--- config.mk ---
export PLATFORM = sky130hd
export DESIGN_NAME = ram_responder
export DESIGN_NICKNAME = d
export VERILOG_FILES = /design/src/rtl/ram_responder.sv
export SDC_FILE = /design/constraint.sdc
export NUM_CORES = 1
export LEC_CHECK = 0
export BUFFER_PORTS_ARGS = -buffer_cell sky130_fd_sc_hd__buf_2
export CAP_MARGIN = 20
export CORE_UTILIZATION = 34
export DETAILED_ROUTE_END_ITERATION = 16
export HOLD_SLACK_MARGIN = 0.06
export MAX_ROUTING_LAYER = met4
export PLACE_DENSITY = 0.49
export SYNTH_ARGS = -nofsm -noshare
export SYNTH_HDL_FRONTEND = slang
export SYNTH_SLANG_ARGS = --single-unit
--- constraint.sdc ---
create_clock -name clk -period 3.6 [get_ports clk]
set_input_delay 0.54 -clock clk [delete_from_list [all_inputs] [get_ports clk]]
set_output_delay 0.54 -clock clk [all_outputs]
set_load 0.005 [all_outputs]
--- src/rtl/ram_responder.sv ---
// ram_responder
// -------------
// Memory-side responder for the lab RAM access interface. It zero-fills a
// DEPTH x DW register file after reset (INIT), then serves one write or
// read request per cycle (RUN) and returns one response per request with
// one cycle of latency.
//
// Optional feature: RAM_RESPONDER_STATS_EN builds the saturating accepted
// write/read counters. When it is undefined, wr_cnt and rd_cnt are tied to 0.
//
// Ports:
//   clk, rstn        clock; synchronous active-low reset
//   req_valid/ready  request handshake
//   req_we           1 = write, 0 = read
//   req_addr         request address
//   req_wdata        write data
//   rsp_valid/ready  response handshake
//   rsp_we           echo of req_we for this response
//   rsp_rdata        read data, or the written data for writes
//   init_done        zero-fill complete
//   dbg_addr         debug read address
//   dbg_data         combinational mem[dbg_addr]
//   wr_cnt, rd_cnt   saturating accepted write/read counters
//
// Handshake: a transfer happens on a rising edge where valid && ready are
// both high. A source holds its payload stable while valid && !ready.
// req_ready is combinational from state and rsp_ready. The response
// payload is registered and holds while rsp_valid && !rsp_ready.
//
// The FSM state is held in state_q, and checkers can bind to it.

module ram_responder #(
    parameter int AW = 4,
    parameter int DW = 8,
    parameter int CW = 8
) (
    input  logic          clk,
    input  logic          rstn,
    input  logic          req_valid,
    output logic          req_ready,
    input  logic          req_we,
    input  logic [AW-1:0] req_addr,
    input  logic [DW-1:0] req_wdata,
    output logic          rsp_valid,
    input  logic          rsp_ready,
    output logic          rsp_we,
    output logic [DW-1:0] rsp_rdata,
    output logic          init_done,
    input  logic [AW-1:0] dbg_addr,
    output logic [DW-1:0] dbg_data,
    output logic [CW-1:0] wr_cnt,
    output logic [CW-1:0] rd_cnt
);

    localparam int            DEPTH    = 2 ** AW;
    localparam logic [AW-1:0] LAST_PTR = AW'(DEPTH - 1);

    typedef enum logic {
        ST_INIT = 1'b0,
        ST_RUN  = 1'b1
    } state_t;

    state_t        state_q, state_d;
    logic [AW-1:0] init_ptr_q, init_ptr_d;
    logic          init_done_q, init_done_d;
    logic          rsp_valid_q, rsp_valid_d;
    logic          rsp_we_q, rsp_we_d;
    logic [DW-1:0] rsp_rdata_q, rsp_rdata_d;

    logic [DW-1:0] mem [DEPTH];
    logic          mem_we;
    logic [AW-1:0] mem_waddr;
    logic [DW-1:0] mem_wdata;

    logic          accept;

    // A response slot is free when it is empty or is being drained this cycle.
    assign req_ready = (state_q == ST_RUN) && (!rsp_valid_q || rsp_ready);
    assign accept    = req_valid && req_ready;

    always_comb begin
        state_d     = state_q;
        init_ptr_d  = init_ptr_q;
        init_done_d = init_done_q;
        rsp_valid_d = rsp_valid_q;
        rsp_we_d    = rsp_we_q;
        rsp_rdata_d = rsp_rdata_q;
        mem_we      = 1'b0;
        mem_waddr   = req_addr;
        mem_wdata   = req_wdata;

        case (state_q)
            ST_INIT: begin
                mem_we     = 1'b1;
                mem_waddr  = init_ptr_q;
                mem_wdata  = '0;
                init_ptr_d = init_ptr_q + 1'b1;
                if (init_ptr_q == LAST_PTR) begin
                    state_d     = ST_RUN;
                    init_done_d = 1'b1;
                end
            end
            ST_RUN: begin
                if (rsp_valid_q && rsp_ready) begin
                    rsp_valid_d = 1'b0;
                end
                // A new accept overrides the drain, so the slot refills
                // back-to-back.
                if (accept) begin
                    rsp_valid_d = 1'b1;
                    rsp_we_d    = req_we;
                    // A read sees memory as it was before this edge.
                    rsp_rdata_d = req_we ? req_wdata : mem[req_addr];
                    mem_we      = req_we;
                end
            end
            default: begin
                state_d = ST_INIT;
            end
        endcase
    end

    always_ff @(posedge clk) begin
        if (!rstn) begin
            state_q     <= ST_INIT;
            init_ptr_q  <= '0;
            init_done_q <= 1'b0;
            rsp_valid_q <= 1'b0;
            rsp_we_q    <= 1'b0;
            rsp_rdata_q <= '0;
        end else begin
            state_q     <= state_d;
            init_ptr_q  <= init_ptr_d;
            init_done_q <= init_done_d;
            rsp_valid_q <= rsp_valid_d;
            rsp_we_q    <= rsp_we_d;
            rsp_rdata_q <= rsp_rdata_d;
        end
    end

    // Storage has no reset. It is cleared by the INIT sweep instead. Writes are
    // blocked while reset is asserted, so a request in the reset cycle cannot
    // land.
    always_ff @(posedge clk) begin
        if (rstn && mem_we) begin
            mem[mem_waddr] <= mem_wdata;
        end
    end

    assign rsp_valid = rsp_valid_q;
    assign rsp_we    = rsp_we_q;
    assign rsp_rdata = rsp_rdata_q;
    assign init_done = init_done_q;
    assign dbg_data  = mem[dbg_addr];

`ifdef RAM_RESPONDER_STATS_EN
    localparam logic [CW-1:0] CNT_MAX = '1;

    logic [CW-1:0] wr_cnt_q, wr_cnt_d;
    logic [CW-1:0] rd_cnt_q, rd_cnt_d;

    always_comb begin
        wr_cnt_d = wr_cnt_q;
        rd_cnt_d = rd_cnt_q;
        // Counters saturate and never wrap.
        if (accept && req_we && (wr_cnt_q != CNT_MAX)) begin
            wr_cnt_d = wr_cnt_q + 1'b1;
        end
        if (accept && !req_we && (rd_cnt_q != CNT_MAX)) begin
            rd_cnt_d = rd_cnt_q + 1'b1;
        end
    end

    always_ff @(posedge clk) begin
        if (!rstn) begin
            wr_cnt_q <= '0;
            rd_cnt_q <= '0;
        end else begin
            wr_cnt_q <= wr_cnt_d;
            rd_cnt_q <= rd_cnt_d;
        end
    end

    assign wr_cnt = wr_cnt_q;
    assign rd_cnt = rd_cnt_q;
`else
    assign wr_cnt = {CW{1'b0}};
    assign rd_cnt = {CW{1'b0}};
`endif

endmodule
==> impl_results.md <==
- Die Y: 145.4 µm
- Final Setup Violations: 0
- RR Endpoint: mem[9][5]
- Worst reg-to-reg path cell count: 5
- Count leader, synth: edfxtp_1
- Core Area: 0.02017 mm²
- CTS tree: yes
- Port bufs: 40
- Cells along the critical path: buf_2 > mux4_1 > mux4_2 > buf_2
- Detailed placer's ending HPWL: 12.69 mm
- Fmax: 355.3 MHz
- GR Util All Layers: 18.78%
- Max VDD drop: 0.0003914 V
- Layout Area Growth over Synthesis: 17.39%
- PwrDens: 513.8 mW/mm²
- Buf/Inv on CP: 2
- Vias per inst: 5.481
- Crit path kind: in -> out
- Worst Hold Path Cells: 3
- Row cnt: 52
- Top routing layer used: met4
- Via Count: 4105
- DR pass1 iterations: 5
- Final hold violations: 0
- Min-delay worst type: in -> reg
- RSZ-0062 raised after global routing: false
- Endpoint, Worst Hold: rsp_we
- Area share of the largest cell type after synthesis: 55.01%
- CP Max Fanout: 32
- Post-cts resize count: 0
- Crit end category: output pin
- Worst Path Required: 3.06 ns
- Crit path time final: 2.815 ns
- Gate count after technology mapping: 413
- Startpoint types: primary input
- Vias in the first global route: 4320
- Sum of routed wire segments on met1: 7.948 mm
- Max-Cap Viols: 0
- Total chip power: 4.214 mW
- Initial Util: 34.64%
- CP arrival: 2.27 ns
- Worst-skew pair later-pin latency: 0.42 ns
- Mapped Area: 0.006987 mm²
- Most frequent cells after synthesis: 128 x edfxtp_1, 35 x mux2i_1, 34 x mux4_2
- Fin nets: 488
- Layout cells sized above 1: 28.18%
- Post-synth EDFFs: 128
- Number of DRC markers in iteration 0: 272
- Post-synth top flop: edfxtp_1
- Metal2 WL: 9.257 mm
- Setup total negative slack: 0 ns
- Overflow left after global routing: 0
- Worst rel slew slack: 28.48%
- Yosys cell types: 42
- Share of flip-flops with an asynchronous set or reset: 0%
- Worst Tran Pin Value: 1.069 ns
- R2R Setup Slk: 0.94 ns
- Drt drc: 0
- Die Area: 0.02113 mm²
- CTS Buf Count: 17
- Met3 Wirelength: 936 µm
- Drt total wl: 18.39 mm
- Largest net degree at the start of global routing: 43
- GP Congestion: 0.8145
- Slowest cell on the critical path: buf_2
- Antenna violations before repair: 0
- IO Count: 57
- Synthesized flop and latch total: 144
- First-pass GRT wire length: 27.55 mm
- Ys Warns: 0
- CTS H-tree depth: 4
- Clock Skews: 0.007975 ns
- CP startpoint: dbg_addr[1]
- Setup bufs post-CTS: 0
- Register area share after synthesis: 59.60%
- Hold Crit Start: req_we
- Crit path max-delay family: multiplexers
- Most used cell, CP: buf_2
- Period utilization: 78.18%
- Die X: 145.4 µm
- Worst r2r src: state_q
- CTS Hold Bufs: 0
- Antenna violation net count after detailed routing: 0
- Leakage power: 3.036 nW
- Wirelength per Cell: 24.56 µm
- Avg Cell Area, Syn: 16.92 µm²
- Outcome: finished, final reports clean
- Bufs on Longest Clock Path: 2
- Clk sink count: 144
- CTS clk-pin slew, worst paths: 0.06 ns
- Antenna cells: 0
- Cell taking the most area after synthesis: edfxtp_1
- Crit-path max cell delay: 0.60 ns
- Root buf cell: clkbuf_16
- Largest cells by area after synthesis: edfxtp_1 55%, mux4_2 11%, mux4_1 9.0%
- Critical Path Stages: 4
- Final Max Slew Viols: 0
==> cells in the final DEF, fill, tap and decap left out, types with 11 or more instances in the layout <==
master / instances
clkbuf_16: 17
buf_4: 24
dfxtp_1: 16
nor2_1: 29
nand3_1: 11
mux4_1: 24
and2_1: 11
buf_2: 40
nand2_1: 12
edfxtp_1: 128
mux2i_1: 35
conb_1: 16
a22oi_1: 14
mux4_2: 34
==> worst max-delay path by stage <==
stage,to,slack [ns]
3_3_place_gp,dbg_data[2],0.87
6_report,dbg_data[5],0.79
2_1_floorplan,dbg_data[0],1.28
4_1_cts,dbg_data[5],0.81
3_5_place_dp,dbg_data[5],0.81
5_1_grt,mem[9][5],0.76
==> registers in the layout (all words and copies together), names as in the netlist <==
signal and count:
rsp_valid 1, rsp_rdata 8, init_ptr_q 4, mem 128
rsp_we 1, init_done 1, state_q 1
==> worst register-to-register path: stages (launching register included) <==
cell and delay [ns]:
dfxtp_1 0.54, buf_4 0.31, nor3b_1 0.26, a21o_1 0.12
nand3_1 0.17, nor2_1 0.87
==> area by class of cell <==
cell class	count	area, µm²
Sequential cell	144	4164
Tap cell	270	337.8
Fill cell	1886	11970
Timing Repair Buffer	65	400.4
Multi-Input combinational cell	236	2576
Clock buffer	18	429.2
Clock inverter	14	286.5
Inverter	2	7.507
==> through the flow <==
| step | hold slack (ns) | worst slack [ns] | util [%] | cell area, µm² | cells |
|---|---|---|---|---|---|
| after floorplan | 0.4642 | 1.275 | - | 7043 | 428 |
| after global placement | 0.4452 | 0.8672 | 37.12 | 7486 | 717 |
| after detailed placement | 0.4512 | 0.8066 | 37.12 | 7486 | 717 |
| after CTS | 0.3939 | 0.8092 | 40.66 | 8202 | 749 |
| after global routing | 0.4144 | 0.7606 | 40.66 | 8202 | 749 |
| final | 0.4080 | 0.7855 | 40.66 | 8202 | 749 |
==> where the power goes <==
group / internal [mW] / switching, mW
Combinational: 0.122 / 0.134
Clock: 1.44 / 0.686
Sequential: 1.82 / 0.0131
Total: 3.38 / 0.833
==> routing by layer <==
layer,GRT usage (%),vias to the layer above
met5,-,-
met4,5.158,0
met3,4.138,16
met2,30.24,139
met1,23.97,2163
li1,-,1787
==> kinds of logic after synthesis <==
kind of cell	count (synthesis)	synth area share, %
simple gates	77	5.337
flops	144	59.60
compound gates	44	4.764
xor+xnor	2	0.2508
mux	96	25.48
buf+inv	48	4.334
other cells	1	0.05367
fa+ha+maj	1	0.1791
Power figures use the tool's default switching activity.
